**config.mk**
```make
export PLATFORM = sky130hd
export DESIGN_NAME = tone_sequencer_flat
export DESIGN_NICKNAME = d
export VERILOG_FILES = /design/src/rtl/tone_sequencer_if.sv /design/src/rtl/tone_sequencer.sv /design/src/flat_wrapper.sv
export SDC_FILE = /design/constraint.sdc
export NUM_CORES = 1
export LEC_CHECK = 0
export BUFFER_PORTS_ARGS = -buffer_cell sky130_fd_sc_hd__buf_2
export CAP_MARGIN = 20
export CORE_MARGIN = 5
export CORE_UTILIZATION = 55
export CTS_BUF_LIST = sky130_fd_sc_hd__clkbuf_8
export CTS_CLUSTER_DIAMETER = 50
export DETAILED_ROUTE_END_ITERATION = 16
export GPL_TIMING_DRIVEN = 0
export PLACE_DENSITY = 0.77
export SLEW_MARGIN = 30
export SYNTH_ARGS = -nofsm -noshare
export SYNTH_HDL_FRONTEND = slang
export SYNTH_SLANG_ARGS = --single-unit
```
**constraint.sdc**
```tcl
create_clock -name CLOCK_50 -period 4.67 [get_ports CLOCK_50]
set_input_delay 0.7005 -clock CLOCK_50 [delete_from_list [all_inputs] [get_ports CLOCK_50]]
set_output_delay 0.7005 -clock CLOCK_50 [all_outputs]
set_load 0.05 [all_outputs]
```
**src/rtl/tone_sequencer_if.sv**
```systemverilog
// Control, note-ROM and audio-sample signals shared by the tone sequencer and its host.
interface tone_sequencer_if #(
  parameter int ROM_DEPTH = 32
);
  localparam int AW = (ROM_DEPTH > 1) ? $clog2(ROM_DEPTH) : 1;

  logic          start;
  logic          stop;
  logic [3:0]    volume;
  logic [AW-1:0] rom_addr;
  logic [7:0]    rom_data;
  logic          audio_out_allowed;
  logic          write_audio_out;
  logic [31:0]   sample_out;
  logic          busy;
  logic          done;

  modport master (
    output start, stop, volume, rom_data, audio_out_allowed,
    input  rom_addr, write_audio_out, sample_out, busy, done
  );

  modport slave (
    input  start, stop, volume, rom_data, audio_out_allowed,
    output rom_addr, write_audio_out, sample_out, busy, done
  );
endinterface

```
**src/rtl/tone_sequencer.sv**
```systemverilog
// Plays a song from a note ROM as a square wave: pitch sets the half-period,
// duration counts ticks, volume scales the sample amplitude.
//
// state | meaning
// IDLE  | waiting for start
// FETCH | rom_addr presented, ROM read in flight
// LOAD  | note entry decoded; duration 0 ends the song
// PLAY  | tone/tick counters running, samples generated
// DONE  | one-cycle done pulse
module tone_sequencer #(
  parameter int TICK_DIV  = 5000000,
  parameter int HP_STEP   = 12000,
  parameter int AMP_STEP  = 1000000,
  parameter int ROM_DEPTH = 32
) (
  input  logic             CLOCK_50,
  input  logic             reset_n,
  tone_sequencer_if.slave  bus
);
  localparam int AW     = (ROM_DEPTH > 1) ? $clog2(ROM_DEPTH) : 1;
  localparam int TICK_W = $clog2(TICK_DIV + 1);
  localparam int TONE_W = $clog2(15 * HP_STEP + 1);

  localparam logic [2:0] S_IDLE  = 3'd0;
  localparam logic [2:0] S_FETCH = 3'd1;
  localparam logic [2:0] S_LOAD  = 3'd2;
  localparam logic [2:0] S_PLAY  = 3'd3;
  localparam logic [2:0] S_DONE  = 3'd4;

  logic              rst_meta_q, rst_sync_q;
  logic [2:0]        state_q, state_d;
  logic [AW-1:0]     rom_addr_q, rom_addr_d;
  logic [TONE_W-1:0] tone_cnt_q, tone_cnt_d;
  logic [TICK_W-1:0] tick_cnt_q, tick_cnt_d;
  logic [3:0]        dur_cnt_q, dur_cnt_d;
  logic [3:0]        pitch_q, pitch_d;
  logic              sign_q, sign_d;
  logic [31:0]       sample_q, sample_d;
  logic [TONE_W-1:0] tone_top;
  logic [31:0]       amp;
  logic              tone_wrap, tick_wrap;

  // Assertion is immediate; release is delayed two edges so no state moves on a metastable reset.
  always_ff @(posedge CLOCK_50 or negedge reset_n) begin
    if (!reset_n) begin
      rst_meta_q <= 1'b0;
      rst_sync_q <= 1'b0;
    end else begin
      rst_meta_q <= 1'b1;
      rst_sync_q <= rst_meta_q;
    end
  end

  assign tone_top  = TONE_W'(32'(pitch_q) * 32'(HP_STEP) - 32'd1);
  assign tone_wrap = (tone_cnt_q == tone_top);
  assign tick_wrap = (tick_cnt_q == TICK_W'(TICK_DIV - 1));
  assign amp       = 32'(bus.volume) * 32'(AMP_STEP);

  always_comb begin
    state_d    = state_q;
    rom_addr_d = rom_addr_q;
    tone_cnt_d = tone_cnt_q;
    tick_cnt_d = tick_cnt_q;
    dur_cnt_d  = dur_cnt_q;
    pitch_d    = pitch_q;
    sign_d     = sign_q;

    case (state_q)
      S_IDLE: begin
        if (bus.start && !bus.stop) begin
          rom_addr_d = '0;
          state_d    = S_FETCH;
        end
      end
      S_FETCH: state_d = S_LOAD;
      S_LOAD: begin
        if (bus.rom_data[3:0] == 4'd0) begin
          state_d = S_DONE;
        end else begin
          pitch_d    = bus.rom_data[7:4];
          dur_cnt_d  = bus.rom_data[3:0];
          tick_cnt_d = '0;
          tone_cnt_d = '0;
          sign_d     = 1'b0;
          state_d    = S_PLAY;
        end
      end
      S_PLAY: begin
        if (pitch_q != 4'd0) begin
          if (tone_wrap) begin
            tone_cnt_d = '0;
            sign_d     = ~sign_q;
          end else begin
            tone_cnt_d = tone_cnt_q + TONE_W'(1);
          end
        end
        if (tick_wrap) begin
          tick_cnt_d = '0;
          dur_cnt_d  = dur_cnt_q - 4'd1;
          if (dur_cnt_q == 4'd1) begin
            if (rom_addr_q == AW'(ROM_DEPTH - 1)) begin
              rom_addr_d = '0;
              state_d    = S_DONE;
            end else begin
              rom_addr_d = rom_addr_q + AW'(1);
              state_d    = S_FETCH;
            end
          end
        end else begin
          tick_cnt_d = tick_cnt_q + TICK_W'(1);
        end
      end
      S_DONE:  state_d = S_IDLE;
      default: state_d = S_IDLE;
    endcase

    // Stop overrides everything; in IDLE it already blocks start above.
    if (bus.stop && state_q != S_IDLE) begin
      state_d    = S_IDLE;
      rom_addr_d = '0;
    end

    // Built from next-state values so the registered sample lines up with the PLAY cycle it belongs to.
    if (state_d == S_PLAY && pitch_d != 4'd0 && bus.volume != 4'd0) begin
      sample_d = sign_d ? (32'd0 - amp) : amp;
    end else begin
      sample_d = '0;
    end
  end

  always_ff @(posedge CLOCK_50 or negedge reset_n) begin
    if (!reset_n) begin
      state_q    <= S_IDLE;
      rom_addr_q <= '0;
      tone_cnt_q <= '0;
      tick_cnt_q <= '0;
      dur_cnt_q  <= '0;
      pitch_q    <= '0;
      sign_q     <= 1'b0;
      sample_q   <= '0;
    end else if (rst_sync_q) begin
      state_q    <= state_d;
      rom_addr_q <= rom_addr_d;
      tone_cnt_q <= tone_cnt_d;
      tick_cnt_q <= tick_cnt_d;
      dur_cnt_q  <= dur_cnt_d;
      pitch_q    <= pitch_d;
      sign_q     <= sign_d;
      sample_q   <= sample_d;
    end
  end

  assign bus.rom_addr        = rom_addr_q;
  assign bus.sample_out      = sample_q;
  assign bus.write_audio_out = bus.audio_out_allowed;
  assign bus.busy            = (state_q == S_FETCH) || (state_q == S_LOAD) || (state_q == S_PLAY);
  assign bus.done            = (state_q == S_DONE);
endmodule

```
**src/flat_wrapper.sv**
```systemverilog
// flat-port wrapper written by rule: the top's interface ports become plain ports
module tone_sequencer_flat 
#(
  parameter int TICK_DIV  = 5000000,
  parameter int HP_STEP   = 12000,
  parameter int AMP_STEP  = 1000000,
  parameter int ROM_DEPTH = 32
)
  (CLOCK_50, reset_n, bus_start, bus_stop, bus_volume, bus_rom_data, bus_audio_out_allowed, bus_rom_addr, bus_write_audio_out, bus_sample_out, bus_busy, bus_done);
  tone_sequencer_if #(.ROM_DEPTH(ROM_DEPTH)) bus_i ();
  input  logic CLOCK_50;
  input  logic reset_n;
  input wire logic [$bits(bus_i.start)-1:0] bus_start;
  input wire logic [$bits(bus_i.stop)-1:0] bus_stop;
  input wire logic [$bits(bus_i.volume)-1:0] bus_volume;
  input wire logic [$bits(bus_i.rom_data)-1:0] bus_rom_data;
  input wire logic [$bits(bus_i.audio_out_allowed)-1:0] bus_audio_out_allowed;
  output wire logic [$bits(bus_i.rom_addr)-1:0] bus_rom_addr;
  output wire logic [$bits(bus_i.write_audio_out)-1:0] bus_write_audio_out;
  output wire logic [$bits(bus_i.sample_out)-1:0] bus_sample_out;
  output wire logic [$bits(bus_i.busy)-1:0] bus_busy;
  output wire logic [$bits(bus_i.done)-1:0] bus_done;
  assign bus_i.start = bus_start;
  assign bus_i.stop = bus_stop;
  assign bus_i.volume = bus_volume;
  assign bus_i.rom_data = bus_rom_data;
  assign bus_i.audio_out_allowed = bus_audio_out_allowed;
  assign bus_rom_addr = bus_i.rom_addr;
  assign bus_write_audio_out = bus_i.write_audio_out;
  assign bus_sample_out = bus_i.sample_out;
  assign bus_busy = bus_i.busy;
  assign bus_done = bus_i.done;
  tone_sequencer #(.TICK_DIV(TICK_DIV), .HP_STEP(HP_STEP), .AMP_STEP(AMP_STEP), .ROM_DEPTH(ROM_DEPTH)) u_core (.CLOCK_50(CLOCK_50), .reset_n(reset_n), .bus(bus_i));
endmodule
```
==> results of run 1 <==
-- final cells by class --
type	count	area (um2)
Clock buffer	9	124
Tap cell	143	179
Timing Repair Buffer	63	377
Multi-Input combinational cell	561	4220
Fill cell	918	4010
Clock inverter	7	88.8
Inverter	47	176
Sequential cell	79	1980
Buffer	39	262
-- registers in the layout (all words and copies together) (netlist names) --
name / flops
u_core.dur_cnt_q: 4
u_core.sign_q: 1
u_core.bus.sample_out: 19
u_core.pitch_q: 4
u_core.tick_cnt_q: 23
u_core.tone_cnt_q: 18
u_core.bus.rom_addr: 5
u_core.state_q: 3
u_core.rst_sync_q: 1
u_core.rst_meta_q: 1
-- stage by stage --
step / instances / util / setup TNS [ns] / setup WS (ns) / hold WS, ns
final: 948 / 0.649 / 0 / 0.171 / 0.133
after global routing: 948 / 0.649 / -0.214 / -0.0563 / 0.119
after CTS: 937 / 0.629 / 0 / 0.00151 / 0.125
after detailed placement: 919 / 0.605 / -1.58 / -0.157 / 0.342
after global placement: 918 / 0.602 / -0.354 / -0.0783 / 0.334
after floorplan: 726 / - / 0 / 0.318 / 0.331
-- Yosys cell counts, drive strengths merged, types with 11 or more instances --
master  instances  area [um2]
nand2          60         225
a21oi          25         125
o21ai          62         322
nor3b          15         124
inv            47         176
nor2           37         139
nand2b         11        68.8
ha             44         551
xnor2          20         183
dfrtp          79        1980
xor2           24         210
clkbuf         14        52.6
and3           27         169
o31ai          16         188
a21o           15         113
nor3           22         110
buf            26         196
nand3          37         198
a32oi          14         123
-- how the worst max path moves through the flow --
stage / start / end / cells past startpoint
3_5_place_dp: u_core.pitch_q[1]$_DFFE_PN0P_ / u_core.bus.sample_out[11]$_DFFE_PN0P_ / 17
4_1_cts: u_core.pitch_q[1]$_DFFE_PN0P_ / u_core.tone_cnt_q[5]$_DFFE_PN0P_ / 17
3_3_place_gp: u_core.pitch_q[1]$_DFFE_PN0P_ / u_core.bus.sample_out[11]$_DFFE_PN0P_ / 17
5_1_grt: u_core.pitch_q[3]$_DFFE_PN0P_ / u_core.tone_cnt_q[5]$_DFFE_PN0P_ / 18
6_report: u_core.pitch_q[3]$_DFFE_PN0P_ / u_core.bus.sample_out[10]$_DFFE_PN0P_ / 15
2_1_floorplan: u_core.pitch_q[1]$_DFFE_PN0P_ / u_core.bus.sample_out[16]$_DFFE_PN0P_ / 17
-- repair_timing --
item / in CTS / in global routing
pin swaps: 2 / 11
setup buffers: 2 / 11
gates cloned: 0 / 1
gates resized for setup: 10 / 26
endpoints found under the setup margin: 25 / 37
-- routing by layer --
layer | global-route usage | vias to the layer above
met5 | 0 | -
met4 | 0.0588 | 0
met3 | 0.0372 | 26
met2 | 0.363 | 209
met1 | 0.306 | 2797
li1 | - | 2774
-- layout by cell type (no fill, tap or decap), types with 4 or more instances in the layout --
cell                       synthesis  final
sky130_fd_sc_hd__dfrtp_1          79     75
sky130_fd_sc_hd__nand2_1          60     60
sky130_fd_sc_hd__o21ai_0          55     54
sky130_fd_sc_hd__buf_2             7     52
sky130_fd_sc_hd__inv_1            47     47
sky130_fd_sc_hd__ha_1             44     38
sky130_fd_sc_hd__nand3_1          36     36
sky130_fd_sc_hd__nor2_1           37     35
sky130_fd_sc_hd__buf_4            14     27
sky130_fd_sc_hd__and3_1           27     26
sky130_fd_sc_hd__a21oi_1          25     23
sky130_fd_sc_hd__xor2_1           24     23
sky130_fd_sc_hd__nor3_1           22     21
sky130_fd_sc_hd__xnor2_1          19     19
sky130_fd_sc_hd__a21o_1           15     15
sky130_fd_sc_hd__clkbuf_1         14     14
sky130_fd_sc_hd__a32oi_1          14     14
sky130_fd_sc_hd__nor3b_1          14     13
sky130_fd_sc_hd__nand2b_1         11     11
sky130_fd_sc_hd__o211ai_1         10     10
sky130_fd_sc_hd__nand4_1           9      9
sky130_fd_sc_hd__fa_1             10      9
sky130_fd_sc_hd__clkbuf_8          0      9
sky130_fd_sc_hd__or3_1             8      8
sky130_fd_sc_hd__and2_1            7      7
sky130_fd_sc_hd__nor2b_1           7      7
sky130_fd_sc_hd__o31ai_2           8      7
sky130_fd_sc_hd__conb_1            2      7
sky130_fd_sc_hd__o31ai_1           6      6
sky130_fd_sc_hd__o21ai_1           4      5
sky130_fd_sc_hd__o311ai_2          3      5
sky130_fd_sc_hd__buf_6             5      4
sky130_fd_sc_hd__o311ai_1          6      4
sky130_fd_sc_hd__ha_4              0      4
sky130_fd_sc_hd__dfrtp_2           0      4
-- kinds of logic after synthesis --
kind of cell,Yosys count
AOI/OAI and AO/OA,192
buffers and inverters,87
other,2
DFF,79
adders and majority gates,54
xor gates and xnor gates,46
muxes,2
and+or+nand+nor,259
==> reports/qor.txt, run 1 <==
============================================================================================
Remaining max-slew budget at the tightest pin                                          0.385
Amount of wire on met3 after detailed routing                                         956 um
Area share of xor/xnor cells in the synthesized design                                0.0685
Required time of the critical path                                                   4.90 ns
Max-cap viol count                                                                         0
Number of register bits inferred by synthesis                                             79
Final setup violation count                                                                0
Router iterations before antenna repair                                                    6
Capturing point of the worst reg2reg path                                       u_core.bus.sample_out[10]$_DFFE_PN0P_
GRT Total Usage                                                                        0.222
Post-detailed-route wirelength per cell                                              16.8 um
Mean area per synthesized cell                                                      8.92 um2
Fraction of final layout cells sized beyond drive strength 1                           0.199
Effective utilization at floorplan                                                     0.563
Worst Reg2Reg Path Length in Cells                                                        15
First-pass GRT wire length                                                          26300 um
Cell area after technology mapping                                                  6430 um2
Data arrival time at the worst-slack endpoint                                        4.73 ns
Number of enable flip-flop cells after synthesis                                           0
Overall via count from detail_route                                                     5806
Detail Route met2 WL                                                                 7690 um
Tightest Pin Transition                                                             0.916 ns
Met1 Routed Length                                                                   7070 um
Placed cell area                                                                    6910 um2
Final count of hold timing violations                                                      0
Proportion of synthesized area in mux cells                                          0.00331
Skew-Pair Late Insertion Delay                                                       0.38 ns
Cell at the root of the clock tree                                              sky130_fd_sc_hd__clkbuf_8
Basic-gate share of the synthesized area counting and, or, nand and nor cells          0.214
Final design area excluding fillers                                                 7410 um2
Post-layout net count                                                                    871
Launching element type of the critical path                                        flip-flop
Compound-Gate Fraction of Synth Area                                                   0.223
Clock Sinks                                                                               79
Adder-cell share of the synthesized area                                               0.117
Initial DRC Count                                                                        722
Top routing layer in use                                                                met4
Pin count of the biggest net entering global routing                                      66
Clock H-tree levels                                                                        3
Hpwl dp                                                                             11700 um
Share of the clock period used by the worst path                                       0.963
Post-synthesis cell count                                                                721
Cell row count                                                                            39
Routability Congestion                                                                 0.910
TritonCTS buffer count                                                                     9
Largest driver fanout on the critical path                                                 9
Buffers on Ports                                                                          49
Total of warnings raised by yosys                                                          0
Antenna Nets Post-Route                                                                    0
Via count of the first global-routing pass                                              5420
Final period demand of the worst path                                                4.50 ns
Final routed DRC violation total                                                           0
Top-level I/O count                                                                       57
Dominant combinational cell family by area after synthesis                      compound AO/OA/AOI/OAI gates
Cell-by-cell trace of the critical path                                         fa_1, ha_4, ha_1, buf_2, and3_4, a311o_1, o22a_1, xnor2_2, mux2_2, o32a_1, o21ai_4, a31oi_4, buf_4, o31ai_1, o311ai_1
Synthesis-to-layout area growth                                                        15.2%
Path class of the lowest-slack min-delay path                                       in2async
Clk buf depth                                                                              2
Launch instance of the worst register-to-register path                          u_core.pitch_q[3]$_DFFE_PN0P_
Asr flop ratio synth                                                                    1.00
Register clock-pin slew on the reported worst setup and hold paths                   0.10 ns
Cell family contributing the most delay on the critical path                    compound AO/OA/AOI/OAI gates
Clock tree from TritonCTS                                                               done
Main synth FF type                                                              sky130_fd_sc_hd__dfrtp_1
Max-slew violation count                                                                   0
Maximum single-stage delay on the critical path                                      0.61 ns
Cell with the largest stage delay on the worst path                             sky130_fd_sc_hd__fa_1
Via-to-Cell Ratio                                                                       6.12
Area inside the core boundary                                                      11400 um2
Type of element capturing the critical path                                        flip-flop
Hold_buf cts                                                                               0
Y dimension of the die                                                                118 um
Total buffers and inverters traversed by the critical path                                 2
Initial antenna violation count                                                            0
Reg-to-reg setup timing slack                                                        0.17 ns
Routed Wire Length                                                                  15900 um
Final setup skew                                                                   0.0133 ns
GRT overflow                                                                               0
Fraction of the yosys area taken by sequential cells                                   0.307
Path type of the worst setup path                                                    reg2reg
Die extent in x                                                                       118 um
Final antenna diode count                                                                  0
Highest clock frequency the design can meet                                          222 MHz
Die footprint                                                                      14000 um2
Distinct cell type count after synthesis                                                  76
Status                                                                          finished clean
============================================================================================
Power of run 1 is not shown: default switching activity piles up to over one toggle a cycle in this logic, so the estimate is an artifact.
==> inputs of run 2 (changes only) <==
==> constraint.sdc (replaced) <==
create_clock -name CLOCK_50 -period 4.67 [get_ports CLOCK_50]
set_input_delay 0.2335 -clock CLOCK_50 [delete_from_list [all_inputs] [get_ports CLOCK_50]]
set_output_delay 0.2335 -clock CLOCK_50 [all_outputs]
set_load 0.05 [all_outputs]
==> reports/qor.txt, run 2 (synthesis gave the netlist of run 1 again) <==
=====================================================================================
Launching element type of the critical path                                 flip-flop
Via-to-Cell Ratio                                                                6.11   -0.23%
Critical path launch point                                               u_core.pitch_q[3]$_DFFE_PN0P_
Antenna Nets Post-Route                                                             0   unchanged
Area inside the core boundary                                               11400 um2   unchanged
Skew-Pair Late Insertion Delay                                                0.37 ns   about the same
Via count of the first global-routing pass                                       5423   +0.055%
Hpwl dp                                                                      11700 um   unchanged
Data arrival time at the worst-slack endpoint                                 4.73 ns   about the same
Max-slew violation count                                                            0   unchanged
Min-Delay Startpoint                                                     bus_rom_data[0]
Status                                                                   finished clean
Placed cell area                                                             6910 um2   unchanged
Effective utilization at floorplan                                              0.563   unchanged
Tightest Pin Transition                                                      0.975 ns   +0.0587 ns
Clock H-tree levels                                                                 3   unchanged
Post-layout net count                                                             872   +0.11%
Register clock-pin slew on the reported worst setup and hold paths            0.10 ns   about the same
Final worst hold slack                                                      0.0921 ns   -0.0405 ns
Max-cap viol count                                                                  0   unchanged
Final setup violation count                                                         0   unchanged
Routability Congestion                                                          0.910   unchanged
Overall via count from detail_route                                              5799   -0.12%
Clock Sinks                                                                        79   unchanged
Register Area                                                                1980 um2   unchanged
TritonCTS buffer count                                                              9   unchanged
Synthesis-to-layout area growth                                                 15.3%
Fraction of final layout cells sized beyond drive strength 1                    0.199   -0.000247
Die footprint                                                               14000 um2   unchanged
Post-Place Worst Slack                                                      -0.157 ns   unchanged
Router iterations before antenna repair                                             5   -1
Post-detailed-route wirelength per cell                                       16.8 um   about the same
Final setup skew                                                            0.0136 ns   +0.000269 ns
GRT Total Usage                                                                 0.222   about the same
GRT overflow                                                                        0   unchanged
Fill cell total of the finished layout                                            917   -0.11%
Path type of the worst setup path                                             reg2reg
Remaining max-slew budget at the tightest pin                                   0.346   -0.0394
Clock tree from TritonCTS                                                        done
Final TNS setup                                                                  0 ns   unchanged
Largest driver fanout on the critical path                                          9   unchanged
Pin count of the biggest net entering global routing                               66   unchanged
Type of element capturing the critical path                                 flip-flop
Largest register by flop count                                           u_core.tick_cnt_q
Most frequent standard cell in the layout excluding fill and tap cells   sky130_fd_sc_hd__dfrtp_1
Least setup slack across all paths after layout                              0.168 ns   -0.00370 ns
First-pass GRT wire length                                                   26300 um   about the same
Final antenna diode count                                                           0   unchanged
Cell at the root of the clock tree                                       sky130_fd_sc_hd__clkbuf_8
Path class of the lowest-slack min-delay path                                  in2reg
Final period demand of the worst path                                         4.50 ns   +0.00370 ns
Launch instance of the worst register-to-register path                   u_core.pitch_q[3]$_DFFE_PN0P_
Die extent in x                                                                118 um   unchanged
Routed Wire Length                                                           15900 um   about the same
Multi-input gate area in the final layout                                    4220 um2   unchanged
Y dimension of the die                                                         118 um   unchanged
Flip-flop count of the largest register, all copies and words added                23   unchanged
Required time of the critical path                                            4.90 ns   about the same
Initial DRC Count                                                                 718   -0.55%
Final routed DRC violation total                                                    0   unchanged
Final count of hold timing violations                                               0   unchanged
Clk buf depth                                                                       2   unchanged
Initial antenna violation count                                                     0   unchanged
Highest clock frequency the design can meet                                   222 MHz   about the same
Buffers on Ports                                                                   49   unchanged
Most frequent cells in the layout                                        75 x sky130_fd_sc_hd__dfrtp_1, 60 x sky130_fd_sc_hd__nand2_1, 54 x sky130_fd_sc_hd__o21ai_0, 52 x sky130_fd_sc_hd__buf_2, 47 x sky130_fd_sc_hd__inv_1
Share of the clock period used by the worst path                                0.964   about the same
Top-level I/O count                                                                57   unchanged
Cell row count                                                                     39   unchanged
Reg-to-reg setup timing slack                                                 0.17 ns   about the same
Final design area excluding fillers                                          7420 um2   +0.14%
=====================================================================================
==> run 2: cell types whose count changed in the layout (fill, tap and decap cells not counted) <==
cell | previous run | this run
sky130_fd_sc_hd__dlygate4sd3_1 | 0 | 1
==> run 2: layer usage <==
layer  wire [um]  vias to the layer above  GRT usage
met4         222                        0     0.0588
li1            -                     2774          -
met1        7080                     2791      0.306
met3         890                       22     0.0372
met5           0                        -          0
met2        7750                      212      0.363
==> run 2: stage by stage <==
step	cells	utilization
floorplan	726	-
global placement	918	0.602
detailed placement	919	0.605
CTS	938	0.630
global route	949	0.650
finish	949	0.650
==> run 2: final cells by class <==
cell class	count	area share
Buffer	39	0.0352
Clock buffer	9	0.0167
Clock inverter	7	0.0120
Inverter	47	0.0238
Multi-Input combinational cell	561	0.569
Sequential cell	79	0.267
Tap cell	143	0.0241
Timing Repair Buffer	64	0.0521
==> run 2: final timing paths <==
path                                                          to  cells past startpoint
setup reg to reg           u_core.bus.sample_out[10]$_DFFE_PN0P_                     15
max in group asynchronous          u_core.pitch_q[1]$_DFFE_PN0P_                      3
min in group asynchronous      u_core.tick_cnt_q[12]$_DFFE_PN0P_                      2
hold reg to reg                      u_core.rst_sync_q$_DFF_PN0_                      0
setup / recovery           u_core.bus.sample_out[10]$_DFFE_PN0P_                     15
hold / removal                   u_core.dur_cnt_q[0]$_DFFE_PN0P_                      3
==> run 2: worst max-delay path, stage by stage, from the launching register on <==
cell and delay [ns]:
sky130_fd_sc_hd__dfrtp_2 0.45, sky130_fd_sc_hd__fa_1 0.61, sky130_fd_sc_hd__ha_4 0.23, sky130_fd_sc_hd__ha_1 0.28, sky130_fd_sc_hd__buf_2 0.17, sky130_fd_sc_hd__and3_4 0.17
sky130_fd_sc_hd__a311o_1 0.35, sky130_fd_sc_hd__o22a_1 0.24, sky130_fd_sc_hd__xnor2_2 0.25, sky130_fd_sc_hd__mux2_2 0.38, sky130_fd_sc_hd__o32a_1 0.33, sky130_fd_sc_hd__o21ai_4 0.14
sky130_fd_sc_hd__a31oi_4 0.16, sky130_fd_sc_hd__buf_4 0.17, sky130_fd_sc_hd__o31ai_1 0.26, sky130_fd_sc_hd__o311ai_1 0.15
==> run 2: timing repair <==
| item | 4_1_cts | 5_1_grt |
|---|---|---|
| setup buffers | 2 | 11 |
| gates resized for setup | 10 | 26 |
| pin swaps | 2 | 11 |
| hold buffers | 1 | 0 |
| gates cloned | 0 | 1 |
| endpoints found under the setup margin | 25 | 37 |
| hold endpoints to repair | 79 | 0 |
Power of run 2 is left out for the same reason.
==> inputs of run 3 (changes only) <==
--- a/config.mk
+++ b/config.mk
@@ -14,6 +14,7 @@
 export DETAILED_ROUTE_END_ITERATION = 16
 export GPL_TIMING_DRIVEN = 0
 export PLACE_DENSITY = 0.77
+export REMOVE_ABC_BUFFERS = 1
 export SLEW_MARGIN = 30
 export SYNTH_ARGS = -nofsm -noshare
 export SYNTH_HDL_FRONTEND = slang
==> reports/qor.txt, run 3 (synthesis gave the netlist of run 1 again) <==
=====================================================================================
Status                                                                   finished clean
Hpwl dp                                                                      11400 um   -3.0%
Clock Sinks                                                                        79   unchanged
Remaining max-slew budget at the tightest pin                                   0.440   +0.0938
Initial antenna violation count                                                     0   unchanged
Clock H-tree levels                                                                 3   unchanged
Final worst hold slack                                                      0.0806 ns   -0.0115 ns
Post-layout net count                                                             841   -3.6%
Via-to-Cell Ratio                                                                6.29   +3.0%
Routed Wire Length                                                           16300 um   +2.2%
Cell row count                                                                     39   unchanged
Number of cells in the design after placement                                     880   -4.2%
Min-Delay Startpoint                                                     bus_rom_data[6]
Share of the clock period used by the worst path                                0.972   +0.00768
Fraction of final layout cells sized beyond drive strength 1                    0.191   -0.00754
Final TNS setup                                                                  0 ns   unchanged
Die extent in x                                                                118 um   unchanged
Final antenna diode count                                                           0   unchanged
Clk buf depth                                                                       2   unchanged
Most frequent standard cell in the layout excluding fill and tap cells   sky130_fd_sc_hd__dfrtp_1
Largest register by flop count                                           u_core.tick_cnt_q
Antenna Nets Post-Route                                                             0   unchanged
Flip-flop count of the largest register, all copies and words added                23   unchanged
Y dimension of the die                                                         118 um   unchanged
Overall via count from detail_route                                              5777   -0.38%
Via count of the first global-routing pass                                       5642   +4.0%
Initial DRC Count                                                                 436   -39%
GRT Total Usage                                                                 0.224   +0.00239
Buffers on Ports                                                                   48   -2.0%
First-pass GRT wire length                                                   26500 um   +0.84%
Most frequent cells in the layout                                        75 x sky130_fd_sc_hd__dfrtp_1, 60 x sky130_fd_sc_hd__nand2_1, 54 x sky130_fd_sc_hd__o21ai_0, 47 x sky130_fd_sc_hd__inv_1, 47 x sky130_fd_sc_hd__buf_2
Path class of the lowest-slack min-delay path                                  in2reg
Max-cap viol count                                                                  0   unchanged
Highest clock frequency the design can meet                                   220 MHz   -0.79%
Final period demand of the worst path                                         4.54 ns   +0.0359 ns
Area inside the core boundary                                               11400 um2   unchanged
Final setup violation count                                                         0   unchanged
Final count of hold timing violations                                               0   unchanged
Data arrival time at the worst-slack endpoint                                 4.82 ns   +0.09 ns
Required time of the critical path                                            4.96 ns   +0.06 ns
Die footprint                                                               14000 um2   unchanged
Fill cell total of the finished layout                                            944   +2.9%
Router iterations before antenna repair                                             5   unchanged
Final setup skew                                                            0.0131 ns   -0.000435 ns
Launch instance of the worst register-to-register path                   u_core.pitch_q[3]$_DFFE_PN0P_
Clock tree from TritonCTS                                                        done
Count of placed standard cells in the final layout, fillers left out              918   -3.3%
Final routed DRC violation total                                                    0   unchanged
Routability Congestion                                                          0.924   +1.5%
Register clock-pin slew on the reported worst setup and hold paths            0.09 ns   about the same
Synthesis-to-layout area growth                                                 13.0%
Tightest Pin Transition                                                      0.835 ns   -0.140 ns
Least setup slack across all paths after layout                              0.132 ns   -0.0359 ns
Largest driver fanout on the critical path                                          6   -3
Top-level I/O count                                                                57   unchanged
Critical path launch point                                               u_core.pitch_q[3]$_DFFE_PN0P_
Launching element type of the critical path                                 flip-flop
Skew-Pair Late Insertion Delay                                                0.38 ns   about the same
GRT overflow                                                                        0   unchanged
Path type of the worst setup path                                             reg2reg
Post-Place Worst Slack                                                      -0.570 ns   -0.413 ns
Max-slew violation count                                                            0   unchanged
TritonCTS buffer count                                                              9   unchanged
Pin count of the biggest net entering global routing                               66   unchanged
Post-detailed-route wirelength per cell                                       17.8 um   +5.7%
Effective utilization at floorplan                                              0.563   unchanged
Type of element capturing the critical path                                 flip-flop
Cell at the root of the clock tree                                       sky130_fd_sc_hd__clkbuf_8
=====================================================================================
## run 3: changes by cell type in the layout (fill, tap and decap cells not counted), sizes merged
cell / previous run / this run
clkbuf: 25 / 10
clkinvlp: 1 / 0
o21ai: 62 / 63
buf: 86 / 69
nand3: 37 / 38
## run 3: critical path: stages (launching register included)
cell	delay, ns
sky130_fd_sc_hd__dfrtp_2	0.47
sky130_fd_sc_hd__ha_1	0.33
sky130_fd_sc_hd__fa_1	0.46
sky130_fd_sc_hd__ha_1	0.39
sky130_fd_sc_hd__and3_2	0.28
sky130_fd_sc_hd__a311o_1	0.35
sky130_fd_sc_hd__o22a_1	0.24
sky130_fd_sc_hd__xnor2_2	0.20
sky130_fd_sc_hd__mux2_2	0.37
sky130_fd_sc_hd__o32a_1	0.40
sky130_fd_sc_hd__o21ai_4	0.14
sky130_fd_sc_hd__buf_4	0.17
sky130_fd_sc_hd__and4_4	0.30
sky130_fd_sc_hd__buf_4	0.18
sky130_fd_sc_hd__o31ai_2	0.06
sky130_fd_sc_hd__o211ai_1	0.10
## run 3: path summary, 6_finish.rpt
kind                                                          to  slack (ns)  depth (start not counted)
setup reg to reg           u_core.bus.sample_out[22]$_DFFE_PN0P_        0.13                         15
min in group asynchronous          u_core.pitch_q[2]$_DFFE_PN0P_        0.23                          2
max in group asynchronous       u_core.tone_cnt_q[0]$_DFFE_PN0P_        3.86                          3
hold reg to reg                      u_core.rst_sync_q$_DFF_PN0_        0.37                          0
hold / removal                     u_core.pitch_q[2]$_DFFE_PN0P_        0.08                          3
setup / recovery           u_core.bus.sample_out[22]$_DFFE_PN0P_        0.13                         15
## run 3: metal layers
layer,share of wire,up-vias,GRT usage
met5,0,-,0
met4,0.022,0,0.0781
met3,0.059,38,0.0549
li1,-,2726,-
met1,0.43,2783,0.287
met2,0.49,230,0.371
## run 3: timing repair
item / in CTS / in global routing
pin swaps: 5 / 7
resized for setup: 13 / 25
hold endpoints to repair: 79 / 0
setup endpoints to repair: 26 / 37
hold buffers: 1 / 0
setup buffers: 4 / 14
cloned: 2 / 1
## run 3: stage by stage
step	cell area (um2)	util
floorplan	6200	-
global placement	6620	0.580
detailed placement	6690	0.586
CTS	7030	0.616
global route	7270	0.637
finish	7270	0.637
## run 3: final cells by class
cell class | instances | area [um2] | share of cell area
clock buffers | 10 | 138 | 0.0189
repair buffers | 70 | 467 | 0.0642
multi-input cells | 563 | 4250 | 0.585
flip-flops and latches | 79 | 1980 | 0.273
inverters | 47 | 176 | 0.0243
clock inverters | 6 | 73.8 | 0.0102
well taps | 143 | 179 | 0.0246
Power of run 3 is left out for the same reason.
